===== src/rtl/vend_credit_if.sv =====
// Coin/vend/change signal bundle between the coin front-end (master) and the
// credit controller (slave).
interface vend_credit_if #(
  parameter int CREDIT_W = 4
);
  logic [1:0]          coins;
  logic                change_ready;
  logic                coffee;
  logic                change_valid;
  logic [CREDIT_W-1:0] credit;
  logic                coin_reject;
  logic                busy;

  modport master (
    output coins,
    output change_ready,
    input  coffee,
    input  change_valid,
    input  credit,
    input  coin_reject,
    input  busy
  );

  modport slave (
    input  coins,
    input  change_ready,
    output coffee,
    output change_valid,
    output credit,
    output coin_reject,
    output busy
  );
endinterface


===== src/rtl/vend_credit_fsm.sv =====
// Coin-credit vending controller: accumulates 5-cent credit, vends for a fixed
// number of cycles, carries remainder over, and refunds change one coin at a time.
module vend_credit_fsm #(
  parameter int PRICE       = 3,
  parameter int MAX_CREDIT  = 7,
  parameter int CREDIT_W    = 4,
  parameter int VEND_CYCLES = 4
) (
  input  logic         clk,
  input  logic         reset,
  vend_credit_if.slave bus
);

  localparam int SUM_W = CREDIT_W + 1;
  localparam int CNT_W = (VEND_CYCLES > 1) ? $clog2(VEND_CYCLES) : 1;
  localparam logic [SUM_W-1:0] PRICE_X    = SUM_W'(PRICE);
  localparam logic [SUM_W-1:0] MAX_X      = SUM_W'(MAX_CREDIT);
  localparam logic [CNT_W-1:0] CNT_LOAD   = CNT_W'(VEND_CYCLES - 1);

  typedef enum logic [1:0] {
    COLLECT = 2'd0,
    VEND    = 2'd1,
    CHANGE  = 2'd2
  } state_t;

  state_t              state_reg, state_next;
  logic [CREDIT_W-1:0] credit_reg, credit_next;
  logic [CNT_W-1:0]    cnt_reg, cnt_next;
  logic                reject_reg, reject_next;

  logic [SUM_W-1:0]    coin_val;
  logic [SUM_W-1:0]    sum;
  logic [SUM_W-1:0]    acc;
  logic                is_coin;
  logic                fits;
  logic                refund;

  always_comb begin
    case (bus.coins)
      2'b01:   coin_val = SUM_W'(2);
      2'b10:   coin_val = SUM_W'(1);
      default: coin_val = '0;
    endcase
  end

  // Sum is one bit wider than credit so the overflow test cannot wrap.
  assign sum     = {1'b0, credit_reg} + coin_val;
  assign fits    = (sum <= MAX_X);
  assign is_coin = (bus.coins == 2'b01) || (bus.coins == 2'b10);
  assign refund  = (bus.coins == 2'b11);
  assign acc     = fits ? sum : {1'b0, credit_reg};

  // State register
  always_ff @(posedge clk) begin
    if (reset) begin
      state_reg  <= COLLECT;
      credit_reg <= '0;
      cnt_reg    <= '0;
      reject_reg <= 1'b0;
    end else begin
      state_reg  <= state_next;
      credit_reg <= credit_next;
      cnt_reg    <= cnt_next;
      reject_reg <= reject_next;
    end
  end

  // Next-state and datapath update
  always_comb begin
    state_next  = state_reg;
    credit_next = credit_reg;
    cnt_next    = cnt_reg;
    reject_next = 1'b0;
    case (state_reg)
      COLLECT: begin
        reject_next = is_coin && !fits;
        if (acc >= PRICE_X) begin
          state_next  = VEND;
          credit_next = CREDIT_W'(acc - PRICE_X);
          cnt_next    = CNT_LOAD;
        end else if (refund && (credit_reg != '0)) begin
          state_next = CHANGE;
        end else begin
          credit_next = CREDIT_W'(acc);
        end
      end
      VEND: begin
        reject_next = is_coin && !fits;
        credit_next = CREDIT_W'(acc);
        if (cnt_reg == '0) begin
          state_next = COLLECT;
        end else begin
          cnt_next = cnt_reg - 1'b1;
        end
      end
      CHANGE: begin
        // Coins cannot be credited while change is being paid out.
        reject_next = is_coin;
        if (credit_reg == '0) begin
          state_next = COLLECT;
        end else if (bus.change_ready) begin
          credit_next = credit_reg - 1'b1;
          if (credit_reg == CREDIT_W'(1)) begin
            state_next = COLLECT;
          end
        end
      end
      default: begin
        state_next  = COLLECT;
        credit_next = '0;
        cnt_next    = '0;
      end
    endcase
  end

  // Moore outputs
  always_comb begin
    bus.coffee       = (state_reg == VEND);
    bus.change_valid = (state_reg == CHANGE);
    bus.busy         = (state_reg != COLLECT);
    bus.credit       = credit_reg;
    bus.coin_reject  = reject_reg;
  end

endmodule


===== src/flat_wrapper.sv =====
// flat-port wrapper written by rule: the top's interface ports become plain ports
module vend_credit_fsm_flat 
#(
  parameter int PRICE       = 3,
  parameter int MAX_CREDIT  = 7,
  parameter int CREDIT_W    = 4,
  parameter int VEND_CYCLES = 4
)
  (clk, reset, bus_coins, bus_change_ready, bus_coffee, bus_change_valid, bus_credit, bus_coin_reject, bus_busy);
  vend_credit_if #(.CREDIT_W(CREDIT_W)) bus_i ();
  input  logic clk;
  input  logic reset;
  input wire logic [$bits(bus_i.coins)-1:0] bus_coins;
  input wire logic [$bits(bus_i.change_ready)-1:0] bus_change_ready;
  output wire logic [$bits(bus_i.coffee)-1:0] bus_coffee;
  output wire logic [$bits(bus_i.change_valid)-1:0] bus_change_valid;
  output wire logic [$bits(bus_i.credit)-1:0] bus_credit;
  output wire logic [$bits(bus_i.coin_reject)-1:0] bus_coin_reject;
  output wire logic [$bits(bus_i.busy)-1:0] bus_busy;
  assign bus_i.coins = bus_coins;
  assign bus_i.change_ready = bus_change_ready;
  assign bus_coffee = bus_i.coffee;
  assign bus_change_valid = bus_i.change_valid;
  assign bus_credit = bus_i.credit;
  assign bus_coin_reject = bus_i.coin_reject;
  assign bus_busy = bus_i.busy;
  vend_credit_fsm #(.PRICE(PRICE), .MAX_CREDIT(MAX_CREDIT), .CREDIT_W(CREDIT_W), .VEND_CYCLES(VEND_CYCLES)) u_core (.clk(clk), .reset(reset), .bus(bus_i));
endmodule

===== config.mk =====
export PLATFORM = sky130hd
export DESIGN_NAME = vend_credit_fsm_flat
export DESIGN_NICKNAME = d
export VERILOG_FILES = /design/src/rtl/vend_credit_if.sv /design/src/rtl/vend_credit_fsm.sv /design/src/flat_wrapper.sv
export SDC_FILE = /design/constraint.sdc
export NUM_CORES = 1
export LEC_CHECK = 0
export CAP_MARGIN = 20
export CORE_MARGIN = 8
export CORE_UTILIZATION = 30
export CTS_BUF_LIST = sky130_fd_sc_hd__clkbuf_4 sky130_fd_sc_hd__clkbuf_8
export CTS_CLUSTER_DIAMETER = 60
export CTS_CLUSTER_SIZE = 40
export DETAILED_ROUTE_END_ITERATION = 8
export SYNTH_ARGS = -nofsm -noshare
export SYNTH_HDL_FRONTEND = slang
export SYNTH_SLANG_ARGS = --single-unit

===== constraint.sdc =====
create_clock -name clk -period 3.6 [get_ports clk]
set_input_delay 0.54 -clock clk [delete_from_list [all_inputs] [get_ports clk]]
set_output_delay 0.54 -clock clk [all_outputs]
set_load 0.005 [all_outputs]

# Word level (Yosys, flattened, before mapping)

Index checks and enable logic that the tools add are counted.

Bits in registers: 9
Input bits: 5
Word-level logic and storage cells: 57

Add/sub/neg operators: 4
Order comparisons: 2
Equal/unequal tests: 15
Multiplexer cells: 18
Bitwise operators: 1
Reductions and logical operators: 13

Operator list:

| cell                                                           | number |
|---|---|
| 2-to-1 mux 2 bit                                               | 8 |
| 2-to-1 mux 4 bit                                               | 4 |
| one-hot mux 2 bit (3 select lines)                             | 2 |
| one-hot mux 4 bit (3 select lines)                             | 1 |
| equality test 2 bit, second input constant                     | 3 |
| inequality test 2 bit, second input constant                   | 3 |
| inequality test 3 x 1 -> 1 bit, second input constant          | 2 |
| inequality test 3 x 2 -> 1 bit, second input constant          | 2 |
| AND reduction 3 bit                                            | 2 |
| adder 4 x 2 -> 5 bit                                           | 1 |
| >= comparator 5 x 2 -> 1 bit, second input constant            | 1 |
| less-or-equal comparator 5 x 3 -> 1 bit, second input constant | 1 |
| 2-to-1 mux 5 bit                                               | 1 |
| equality test 2 x 1 -> 1 bit, second input constant            | 2 |
| equality test 4 x 1 -> 1 bit, second input constant            | 1 |
| logical NOT 2 bit                                              | 2 |
| logical NOT 4 bit                                              | 1 |
| inequality test 2 x 1 -> 1 bit, second input constant          | 2 |
| one-hot mux 2 bit (2 select lines)                             | 1 |
| AND reduction 4 bit                                            | 1 |
| nonzero test 4 bit                                             | 1 |
| subtractor 4 x 1 -> 4 bit, second input constant               | 1 |
| subtractor 4 x 2 -> 4 bit, second input constant               | 1 |
| logical AND 1 bit                                              | 2 |
| other kinds (7)                                                | 7 |

# Depth between registers and ports, before layout

Word-level depth: 8
Gate-level depth with buffers: 14
Depth with buffers taken out: 14

# Worst setup path before layout

No wires, ideal clock.

Kind: input to register
Start point: input port bus_coins[0]
End point: register u_core.credit_reg[2] (netlist: u_core.bus.credit[2])
Library setup time: 0.061 ns
Arrival: 3.092 ns
Data required time: 3.539 ns
Setup slack: 0.448 ns
Stages: 12
Buffers on the path: 0
Cell sequence: inv_1 > ha_1 > ha_1 > fa_1 > and3b_1 > a211oi_4 > mux2i_1 > inv_1 > ha_1 > or4_1 > o311ai_1 > a32o_1

Longest elaborated chain between the ends: 8
Elaborated cells between the ends (all ways): 15

Ends and longest elaborated chain:

| what                                                                                       | line                  | RTL |
|---|---|---|
| start: declaration                                                                         | flat_wrapper.sv:13    | `input wire logic [$bits(bus_i.coins)-1:0] bus_coins;` |
| equality test 2 bit or equality test 2 x 1 -> 1 bit (tied branches)                        | vend_credit_fsm.sv:39 | `case (bus.coins)` |
| one-hot mux 2 bit (2 select lines)                                                         | vend_credit_fsm.sv:39 |  |
| adder 4 x 2 -> 5 bit                                                                       | vend_credit_fsm.sv:47 | `assign sum = {1'b0, credit_reg} + coin_val;` |
| less-or-equal comparator 5 x 3 -> 1 bit                                                    | vend_credit_fsm.sv:48 | `assign fits = (sum <= MAX_X);` |
| 2-to-1 mux 5 bit                                                                           | vend_credit_fsm.sv:51 | `assign acc = fits ? sum : {1'b0, credit_reg};` |
| >= comparator 5 x 2 -> 1 bit (tied with other cells)                                       | vend_credit_fsm.sv:77 | `if (acc >= PRICE_X) begin` |
| inequality test 3 x 2 -> 1 bit (no source line) or 2-to-1 mux 4 bit (tied branches)        | -                     |  |
| AND reduction 3 bit (no source line) or one-hot mux 4 bit (3 select lines) (tied branches) | -                     |  |
| end signal: assignment                                                                     | vend_credit_fsm.sv:62 | `credit_reg <= credit_next;` |
| end: declaration                                                                           | vend_credit_fsm.sv:27 | `logic [CREDIT_W-1:0] credit_reg, credit_next;` |

Parallel ways exist; a longest one is shown, timed or not. The select of a mux whose other input is x is not followed.
A chain may end at the register's enable or synchronous reset.

# Final worst setup path

Start point: input port bus_coins[0]
End point: register u_core.credit_reg[0] (netlist: u_core.bus.credit[0])

Same word-level chain as after synthesis.

==> impl_results.md <==
- Status: completed
- Reg2Reg Depth: 10
- Max_slew headroom: 61.0%
- Worst-path cell chain: clkdlybuf4s50_1 > inv_1 > ha_1 > ha_1 > fa_1 > and3b_1 > a211oi_4 > mux2i_1 > inv_1 > ha_2 > nor3_1 > a221oi_1 > o311ai_1 > o32ai_1 > a22o_1
- WP depth: 15
- Final setup fails: 0
- R2r setup slk: 530 ps
- Fmax: 0.286 GHz
- Vias per Instance: 5.34
- Max cap viols: 0
- GRT overflow: 0
- Tcrit/Tclk final: 97.3%
- DIE WIDTH: 73.5 um
- GRT Util Overall: 10.3%
- Hold_ws: 471 ps
- RSZ-0062 raised after global routing: no
- Syn Area/Cell: 7.75 um2
- WL final: 2730 um
- Pre-antenna DRT Iters: 4
- Top FF cell, synth: dfxtp_1
- Post-synth ARST share: 0%
- Peak VDD IR: 0.314 mV
- Critical Path End Type: flop
- Core Area: 3260 um2
- # nets final: 163
- Worst Path Required: 3810 ps
- CP Launch Point: bus_coins[0]
- Sequential area share after synthesis: 18.2%
- Port bufs: 12
- Initial DRC count: 68
- DIE HEIGHT: 73.5 um
- CP max FO: 7
- CTS clk-pin slew, worst paths: 60 ps
- Initial Util: 30.5%
- Setup TNS: 0 ps
- Minimum clock period: 3500 ps
- Hold-fix buffers, CTS: 0
- First-pass GRT wire length: 4360 um
- CTS H-tree lvls: 1
- Vias: 1030
- # DRC: 0
- Max reg flops: 4
- Root Driver: clkbuf_4
- Layout cells sized above 1: 15.6%
- Most numerous cell in the Yosys netlist: inv_1
- Fillcell total: 346
- Inst Count DP: 189
- CP delay by family, top: compound AO/OA/AOI/OAI gates
- Least-Margin Pin Slew: 584 ps
- Synth top cells by count: inv_1, a21oi_1, nand2_1
- Wirelength per Cell: 14.2 um
- Worst Skew: 0.898 ps
- Top post-synthesis cells by area: dfxtp_1, ha_1, a21oi_1
- Yosys cell types: 50
- Setup CP Type: primary input to flop
- Critical Path Slowest Stage Cell: clkdlybuf4s50_1
- Launch point of the worst reg-to-reg path: u_core.bus.credit[0]
- Rows: 21
- CTS Buf Count: 3
- Die Area: 5400 um2
- CP Buf/Inv Count: 3
- Hold WC Path Type: flop to flop
- Clock Latency Late Sink: 260 ps
- Slew Viols, Final: 0
- Register bit count reported by yosys: 9
- Startpoint types: primary input
- I/O pin cnt: 13
- Vias in the first global route: 953
- CTS Sinks: 9
- Initial antenna violation count: 0
- Mapped Cells: 128
- PD cells: 759 nW/um2
- Leakage power: 0.535 nW
- Post-synthesis cell area: 992 um2
- Worst stage delay on the critical path: 480 ps
- Postcts setup bufs: 0
- Reg-to-reg endpoint: u_core.bus.credit[2]
- CTS tree: done
- Post-DRT Antenna Nets: 0
- Last element of the critical path: u_core.bus.credit[0]
- RD Place Congestion: 0.843
- Syn Nets: 143
- P&R area growth vs syn: 25.7%
- Hold Fails Final Rpt: 0
- Largest net degree at the start of global routing: 18
- Yosys warning count: 0
- DP HPWL: 2100 um
- CTS Buffer Depth: 2
- Synth top area share: 18.2%
- Post-synth EDFFs: 0
- Arr. time, crit path: 3710 ps
- Antenna cells: 0
- Dominant cell type by area after synthesis: dfxtp_1
- Post-Layout Cell Count: 193
==> worst min-delay path by stage <==
stage / from / to / slack (ps) / depth (start not counted)
after global placement: u_core.cnt_reg[1] / u_core.cnt_reg[1] / 450 / 2
after global routing: u_core.cnt_reg[1] / u_core.cnt_reg[1] / 510 / 2
after floorplan: u_core.cnt_reg[1] / u_core.cnt_reg[1] / 440 / 2
after detailed placement: u_core.cnt_reg[1] / u_core.cnt_reg[1] / 460 / 2
final: u_core.cnt_reg[1] / u_core.cnt_reg[1] / 470 / 2
after CTS: u_core.cnt_reg[1] / u_core.cnt_reg[1] / 470 / 2
==> area by class of cell <==
cell class              count  area [um2]  area share [%]
multi-input cells          97         732            58.7
well taps                  46        57.6            4.61
inverters                  16        60.1            4.81
flip-flops and latches      9         180            14.4
clock buffers               4        30.0            2.41
repair buffers             21         188            15.0
==> placed cells by master (no fill, tap or decap), drive strengths merged, types with 5 or more instances in the layout <==
cell type,count
a21o,5
a21oi,13
buf,9
clkdlybuf4s50,12
dfxtp,9
ha,9
inv,16
nand2,12
nor2,5
o21ai,5
==> cells by family after synthesis <==
logic type | share of synthesized area, %
buffers and inverters | 9.46
AO/OA/AOI/OAI | 36.7
multiplexers | 2.02
XOR/XNOR | 0.883
AND/OR/NAND/NOR | 19.4
adder cells (fa/ha/maj) | 13.4
flip-flops | 18.2
==> per-stage QoR <==
stage	setup slack [ps]	power [mW]	cell area, um2	utilization, %
detailed placement	-155	0.840	1200	36.9
global placement	-112	0.827	1200	36.9
floorplan	448	0.637	992	-
finish	98.6	0.947	1250	38.3
global route	15.1	1.03	1250	38.3
CTS	95.1	0.934	1230	37.9
==> where the power goes <==
group | internal [mW] | switching (mW)
sequential | 0.135 | 0.0857
combinational | 0.311 | 0.330
clock | 0.0503 | 0.0355
==> metal layers <==
layer / global-route usage [%] / vias to the layer above / share of wire (%)
met4: 3.99 / 0 / 2.4
met2: 17.4 / 49 / 48
li1: - / 510 / -
met3: 3.14 / 7 / 7.1
met5: 0 / - / 0
met1: 11.6 / 464 / 42
==> worst min-delay path: stages, from the launching register on <==
cell	delay (ps)
dfxtp_1	310
nand2_1	50
a21oi_1	60
==> what timing repair did <==
item                                   CTS  global route
endpoints found under the hold margin    0             0
resized for setup                        0             2
setup endpoints to repair                0             4
(Power assumes the default switching activity.)
